==> config.mk <==
export PLATFORM = sky130hd
export DESIGN_NAME = elev_ctrl_flat
export DESIGN_NICKNAME = d
export VERILOG_FILES = /design/src/rtl/elev_ctrl_pkg.sv /design/src/rtl/elev_ctrl_if.sv /design/src/rtl/elev_btn_enc.sv /design/src/rtl/elev_ctrl.sv /design/src/flat_wrapper.sv
export SDC_FILE = /design/constraint.sdc
export NUM_CORES = 1
export LEC_CHECK = 0
export ABC_CLOCK_PERIOD_IN_PS = 2300
export CORE_AREA = 2 2 39 41
export CTS_CLUSTER_DIAMETER = 60
export DETAILED_ROUTE_END_ITERATION = 10
export DIE_AREA = 0 0 41 43
export PLACE_DENSITY = 0.59
export SETUP_SLACK_MARGIN = 0.02
export SKIP_CTS_REPAIR_TIMING = 1
export SLEW_MARGIN = 30
export SYNTH_ARGS = -nofsm -noshare
export SYNTH_HDL_FRONTEND = slang
export SYNTH_SLANG_ARGS = --single-unit
==> constraint.sdc <==
create_clock -name clk -period 2.3 [get_ports clk]
set_clock_uncertainty 0.2 [all_clocks]
set_input_delay 0.23 -clock clk [delete_from_list [all_inputs] [get_ports clk]]
set_output_delay 0.23 -clock clk [all_outputs]
set_load 0.01 [all_outputs]
==> src/rtl/elev_ctrl_pkg.sv <==
// Shared types and sizes for the elevator controller.
package elev_ctrl_pkg;

  localparam int unsigned NUM_FLOORS = 4;
  localparam int unsigned FLOOR_W    = $clog2(NUM_FLOORS);

  typedef logic [FLOOR_W-1:0] floor_t;

  typedef enum logic [0:0] {
    OPEN = 1'b0,
    MOVE = 1'b1
  } state_t;

endpackage : elev_ctrl_pkg

==> src/rtl/elev_ctrl_if.sv <==
// Panel/actuator bundle for the elevator controller.
//   floorBtn : request vector, bit i requests floor index i
//   floorSel : current floor index
//   door     : 1 = door open
// master = panel/actuator side, slave = controller.
interface elev_ctrl_if;
  import elev_ctrl_pkg::*;

  logic [NUM_FLOORS-1:0] floorBtn;
  floor_t                floorSel;
  logic                  door;

  modport master (output floorBtn, input  floorSel, input  door);
  modport slave  (input  floorBtn, output floorSel, output door);

endinterface : elev_ctrl_if

==> src/rtl/elev_btn_enc.sv <==
// Lowest-index-wins priority encoder for the floor request buttons.
//   btn_i   : request vector
//   valid_c : at least one request is set
//   idx_c   : index of the lowest set request bit (0 when none)
module elev_btn_enc
  import elev_ctrl_pkg::*;
(
  input  logic [NUM_FLOORS-1:0] btn_i,
  output logic                  valid_c,
  output floor_t                idx_c
);

  // Scan from the top down so the lowest set bit is the last to win.
  always_comb begin
    valid_c = 1'b0;
    idx_c   = '0;
    for (int i = NUM_FLOORS - 1; i >= 0; i--) begin
      if (btn_i[i]) begin
        valid_c = 1'b1;
        idx_c   = FLOOR_W'(i);
      end
    end
  end

endmodule : elev_btn_enc

==> src/rtl/elev_ctrl.sv <==
// Single-car elevator controller: latches a destination from the panel,
// steps one floor per clock with the door closed, opens on arrival.
//   clk : system clock
//   rst : synchronous active-high reset (car to floor 0, door open)
//   bus : slave side of elev_ctrl_if (floorBtn in; floorSel, door out)
module elev_ctrl
  import elev_ctrl_pkg::*;
(
  input  logic        clk,
  input  logic        rst,
  elev_ctrl_if.slave  bus
);

  state_t state_q, state_d;
  floor_t sel_q,   sel_d;
  floor_t tgt_q,   tgt_d;
  logic   door_q,  door_d;

  logic   req_valid_c;
  floor_t req_idx_c;
  logic   depart_c;

  elev_btn_enc u_enc (
    .btn_i   (bus.floorBtn),
    .valid_c (req_valid_c),
    .idx_c   (req_idx_c)
  );

  // A request for the floor the car is already at is not a trip.
  assign depart_c = req_valid_c && (req_idx_c != sel_q);

  // State and output registers.
  always_ff @(posedge clk) begin
    if (rst) begin
      state_q <= OPEN;
      sel_q   <= '0;
      tgt_q   <= '0;
      door_q  <= 1'b1;
    end else begin
      state_q <= state_d;
      sel_q   <= sel_d;
      tgt_q   <= tgt_d;
      door_q  <= door_d;
    end
  end

  // Next-state logic.
  always_comb begin
    state_d = state_q;
    unique case (state_q)
      OPEN:    if (depart_c) state_d = MOVE;
      MOVE:    if (sel_q == tgt_q) state_d = OPEN;
      default: state_d = OPEN;
    endcase
  end

  // Next values of the registered outputs and the latched target.
  always_comb begin
    sel_d  = sel_q;
    tgt_d  = tgt_q;
    door_d = door_q;
    unique case (state_q)
      OPEN: begin
        if (depart_c) begin
          tgt_d  = req_idx_c;
          door_d = 1'b0;
        end else begin
          door_d = 1'b1;
        end
      end
      MOVE: begin
        if (sel_q != tgt_q) begin
          sel_d  = (tgt_q > sel_q) ? sel_q + FLOOR_W'(1) : sel_q - FLOOR_W'(1);
          door_d = 1'b0;
        end else begin
          door_d = 1'b1;
        end
      end
      default: door_d = 1'b1;
    endcase
  end

  assign bus.floorSel = sel_q;
  assign bus.door     = door_q;

endmodule : elev_ctrl

==> src/flat_wrapper.sv <==
// flat-port wrapper written by rule: the top's interface ports become plain ports
module elev_ctrl_flat import elev_ctrl_pkg::*;
  (clk, rst, bus_floorBtn, bus_floorSel, bus_door);
  elev_ctrl_if bus_i ();
  input  logic clk;
  input  logic rst;
  input wire logic [$bits(bus_i.floorBtn)-1:0] bus_floorBtn;
  output wire logic [$bits(bus_i.floorSel)-1:0] bus_floorSel;
  output wire logic [$bits(bus_i.door)-1:0] bus_door;
  assign bus_i.floorBtn = bus_floorBtn;
  assign bus_floorSel = bus_i.floorSel;
  assign bus_door = bus_i.door;
  elev_ctrl u_core (.clk(clk), .rst(rst), .bus(bus_i));
endmodule
* After elaboration in Yosys (flattened, before gate mapping)
Index checks and enable logic that the tools add are counted.
** Cells by class
- Add/sub/neg operators :: 2
- Order comparisons :: 1
- Eq/ne operators :: 3
- Multiplexer cells :: 15
- Bitwise logic cells :: 1
- Reduce and logical (&&, ||, !) cells :: 3
** Operators by type and width (number)
- $mux W2 :: 5
- $mux W1 :: 8
- $ne A2 B2 Y1 :: 2
- $pmux W1 S2 :: 2
- $reduce_and A2 Y1 :: 2
- $add A2 B1 Y2 const B :: 1
- $eq A2 B2 Y1 :: 1
- $gt A2 B2 Y1 :: 1
- $sub A2 B1 Y2 const B :: 1
- $logic_and A1 B1 Y1 :: 1
- $not A1 Y1 :: 1
** Storage, ports and cells
- Bits in registers :: 6
- Input bits :: 6
- Word-level logic and storage cells :: 29

* Depth between registers and ports, before layout
- Word-level depth :: 8
- Depth in mapped cells :: 6
- Depth with buffers taken out :: 6

* By module
From an unflattened synthesis, not the netlist that was laid out.
** Second synthesis, totals
- Cells, all modules :: 39
- Area total of the unflattened synthesis :: 335.3 sq um
** By module, submodules not included
- elev_ctrl :: times used 1, cells an instance 32, area an instance 300.3 sq um, sequential area each 120.1 sq um
- elev_btn_enc :: times used 1, cells an instance 7, area an instance 35.0 sq um, sequential area each 0.0 sq um

* Worst setup path after synthesis
No wires, ideal clock.
- Path kind :: register to register
- Start point :: reg u_core.sel_q[1] (netlist: u_core.bus.floorSel[1])
- End point :: reg u_core.sel_q[1] (netlist: u_core.bus.floorSel[1])
- Data arrival time :: 1799 ps
- Required time :: 1979 ps
- Path slack :: 180 ps
- Stages on the path, launching flop included :: 7
- Path buffers :: 0
- Clock period less this slack :: 2120 ps
- Cells stage by stage :: dfxtp_1 inv_1 ha_1 nor2b_1 or3_2 a21oi_1 mux2_2
** On the way
- Cells in the longest elaborated chain, start to end :: 2
** RTL lines
- from (decl) :: RTL line elev_ctrl.sv:15 : floor_t sel_q, sel_d;
- from (signal assigned) :: RTL line elev_ctrl.sv:41 : sel_q <= sel_d;
- $sub A2 B1 Y2 (tied with other cells) :: RTL line elev_ctrl.sv:73 : sel_d = (tgt_q > sel_q) ? sel_q + FLOOR_W'(1) : sel_q - FLOOR_W'(1);
- $mux W2 or $reduce_and A2 Y1 (tied branches)
Several ways; a longest one is shown, not always the timed one.
A chain may end at the register's enable or synchronous reset.

* Worst setup path in the final report
Same ends and word-level chain as after synthesis.

==> results.sh <==
export IMPL_synth_area_um2=402
export IMPL_clockBufferDepth=2
export IMPL_grt_ovfl_total=0
export IMPL_num_vias=352
export IMPL_reg2reg_to="u_core.bus.floorSel[1]$_SDFFE_PP0P_"
export IMPL_area_delta_synth_final_pct=31.8
export IMPL_status="completed"
export IMPL_worstPathRequired_ns=2.22
export IMPL_worst_setup_path_end_kind="flop"
export IMPL_dp_cells=68
export IMPL_timing_final_crit_share_pct=90.5
export IMPL_ys_seq_area_share_pct=29.9
export IMPL_slew_viol_final=0
export IMPL_grt_usage_pct=12.0
export IMPL_hold_class="reg -> reg"
export IMPL_setup_viol=0
export IMPL_slew_headroom_pct=76.6
export IMPL_start_util_pct=29.0
export IMPL_fillers=164
export IMPL_antenna_found_initial=0
export IMPL_synth_xor_area_share_pct=2.18
export IMPL_drc=0
export IMPL_coreArea_um2=1380
export IMPL_switching_share_pct=25.9
export IMPL_port_buffers=8
export IMPL_die_x_um=41
export IMPL_grt_max_degree=11
export IMPL_worstReg2RegStart="u_core.bus.floorSel[1]$_SDFFE_PP0P_"
export IMPL_drtPass1Iterations=3
export IMPL_final_net_count=65
export IMPL_drt_total_wl_um=732
export IMPL_ant_nets=0
export IMPL_tightest_slew_ns=0.350
export IMPL_p_leak_uw=0.000202
export IMPL_synthSimpleGateAreaFrac_pct=28.3
export IMPL_peakVddDrop_uv=330
export IMPL_rows=14
export IMPL_synth_distinct_cells=25
export IMPL_avgRoutedWirePerCell_um=10.3
export IMPL_hold_viol=0
export IMPL_worstSkewPairLatency_ns=0.24
export IMPL_hpwl_um=558
export IMPL_drive_above_1_share_pct=25.5
export IMPL_powerDensity_nw_per_um2=536
export IMPL_rrSetupSlack_ns=0.22
export IMPL_rsz0062_at_grt="no"
export IMPL_combPwrFrac_pct=24.7
export IMPL_min_delay_start="u_core.tgt_q[1]$_SDFFE_PP0P_"
export IMPL_pwr_share_clk_pct=32.2
export IMPL_synth_top_family_by_area="simple AND/OR/NAND/NOR gates"
export IMPL_syn_num_nets=52
export IMPL_yosysWarnings=0
export IMPL_finalNonFillerCells=71
export IMPL_p_sw_uw=73.4
export IMPL_numCtsBuffers=3
export IMPL_seqPwrFrac_pct=43.0
export IMPL_startpoint_type="flop"
export IMPL_top_level_ports=9
export IMPL_htree_levels=1
export IMPL_drv_cap=0
export IMPL_viasPerCell=4.96
export IMPL_ys_seq_elements=6
export IMPL_n_antenna_cell=0
export IMPL_gp_congestion=0.645
export IMPL_cp_arrival_ns=2.00
export IMPL_grt_pass1_wl_mm=1.39
export IMPL_postSynthAreaPerCell_um2=9.13
export IMPL_netlist_instances=44
export IMPL_crit_type="reg -> reg"
export IMPL_synthAdderAreaFrac_pct=6.23
export IMPL_dieArea_um2=1760
export IMPL_clk_pin_slew_worst_paths_ns=0.04
export IMPL_cts_root_buf="clkbuf_4"
export IMPL_worstHoldPathCells=2
export IMPL_drtIter0Drc=4
export IMPL_synthMuxAreaShare_pct=2.80
export IMPL_die_h_um=43
export IMPL_finalCriticalPeriod_ns=2.08
export IMPL_r2r_cells=6
export IMPL_tns_ns=0
export IMPL_hold_end="u_core.tgt_q[1]$_SDFFE_PP0P_"
export IMPL_synth_compound_area_share_pct=26.8
export IMPL_fmax_ghz=0.480
export IMPL_cts_sinks=6
export IMPL_cts_tree="yes"
export IMPL_cp_max_fo=7
export IMPL_p_int_uw=210
export IMPL_grt_pass1_vias=336
[flip-flops by register name, indices dropped and copies added, names as in the netlist]
| signal | count |
|---|---|
| u_core.bus.door | 1 |
| u_core.tgt_q | 2 |
| u_core.bus.floorSel | 2 |
| u_core.state_q | 1 |
[worst max path at each step]
stage,start,cells past startpoint,slack [ns],end
floorplan,u_core.bus.floorSel[1]$_SDFFE_PP0P_,6,0.18,u_core.bus.floorSel[1]$_SDFFE_PP0P_
global placement,u_core.bus.floorSel[1]$_SDFFE_PP0P_,6,0.15,u_core.bus.floorSel[1]$_SDFFE_PP0P_
detailed placement,u_core.bus.floorSel[1]$_SDFFE_PP0P_,6,0.15,u_core.bus.floorSel[1]$_SDFFE_PP0P_
CTS,u_core.bus.floorSel[1]$_SDFFE_PP0P_,6,0.15,u_core.bus.floorSel[1]$_SDFFE_PP0P_
global route,u_core.bus.floorSel[1]$_SDFFE_PP0P_,6,0.07,u_core.bus.floorSel[1]$_SDFFE_PP0P_
finish,u_core.bus.floorSel[1]$_SDFFE_PP0P_,6,0.22,u_core.bus.floorSel[1]$_SDFFE_PP0P_
[cells in the final DEF (no fill, tap or decap), types with 2 or more instances in the layout]
cell type        count
clkdlybuf4s50_1      8
nor2_1               6
dfxtp_1              5
nand2_1              4
inv_1                3
a21oi_1              3
clkbuf_4             3
o21ai_0              2
ha_1                 2
[cells in the mapped netlist]
master,n,area [um2]
ha_1,2,25.0
o221ai_1,1,8.76
or2_2,1,6.26
nor4b_1,1,8.76
and4bb_2,1,12.5
nand2b_1,1,6.26
o21ai_0,2,10.0
mux2_2,1,11.3
or3_2,1,7.51
o41ai_2,1,16.3
nand2_1,4,15.0
xor2_1,1,8.76
o32a_2,1,11.3
a21oi_1,3,15.0
dfxtp_1,6,120
inv_1,3,11.3
clkbuf_1,1,3.75
a211oi_2,1,12.5
a21o_1,1,7.51
or3_1,1,6.26
and3b_2,1,10.0
nor2_1,6,22.5
a221oi_4,1,26.3
and4bb_1,1,12.5
nor2b_1,1,6.26
[area by class of cell]
class	count	area [um2]	area share, %
inverter	3	11.3	2.13
clock buffer	3	22.5	4.26
sequential	6	121	22.9
tap	16	20.0	3.78
multi-input combinational	34	267	50.4
timing repair buffer	9	87.6	16.5
[power groups by stage]
stage	Sequential, uW	Clock (uW)	Combinational (uW)
6_report	122	91.5	70.2
5_1_grt	123	105	80.2
4_1_cts	122	98.6	71.4
3_5_place_dp	124	0	70.9
3_3_place_gp	124	0	70.3
2_1_floorplan	124	0	42.4
[routing by layer]
layer / up-vias / share of wire (%) / GRT usage (%)
li1: 186 / - / -
met1: 156 / 47 / 15.8
met2: 8 / 46 / 15.3
met3: 2 / 5.7 / 1.57
met4: 0 / 1.4 / 12.0
met5: - / 0 / 0
[metrics by stage]
stage	worst slack (ns)	total power [uW]	cell area, um2	hold WS (ns)	utilization [%]
finish	0.218	284	529	0.372	38.2
global route	0.0742	308	529	0.398	38.2
CTS	0.145	292	528	0.374	38.2
detailed placement	0.152	195	505	0.369	36.5
global placement	0.151	194	505	0.359	36.5
floorplan	0.180	167	402	0.131	-
[logic make-up after synthesis]
group | after synthesis
muxes | 1
and+or+nand+nor | 19
AOI/OAI and AO/OA | 11
adders and majority gates | 2
DFF | 6
xor gates and xnor gates | 1
buffers and inverters | 4
[critical path, cell delays in order, from the launching register on]
cell,delay (ns)
dfxtp_2,0.37
inv_1,0.07
ha_1,0.30
nor2b_1,0.13
or3_2,0.40
a21oi_1,0.16
mux2_2,0.34
(Power assumes the default switching activity.)
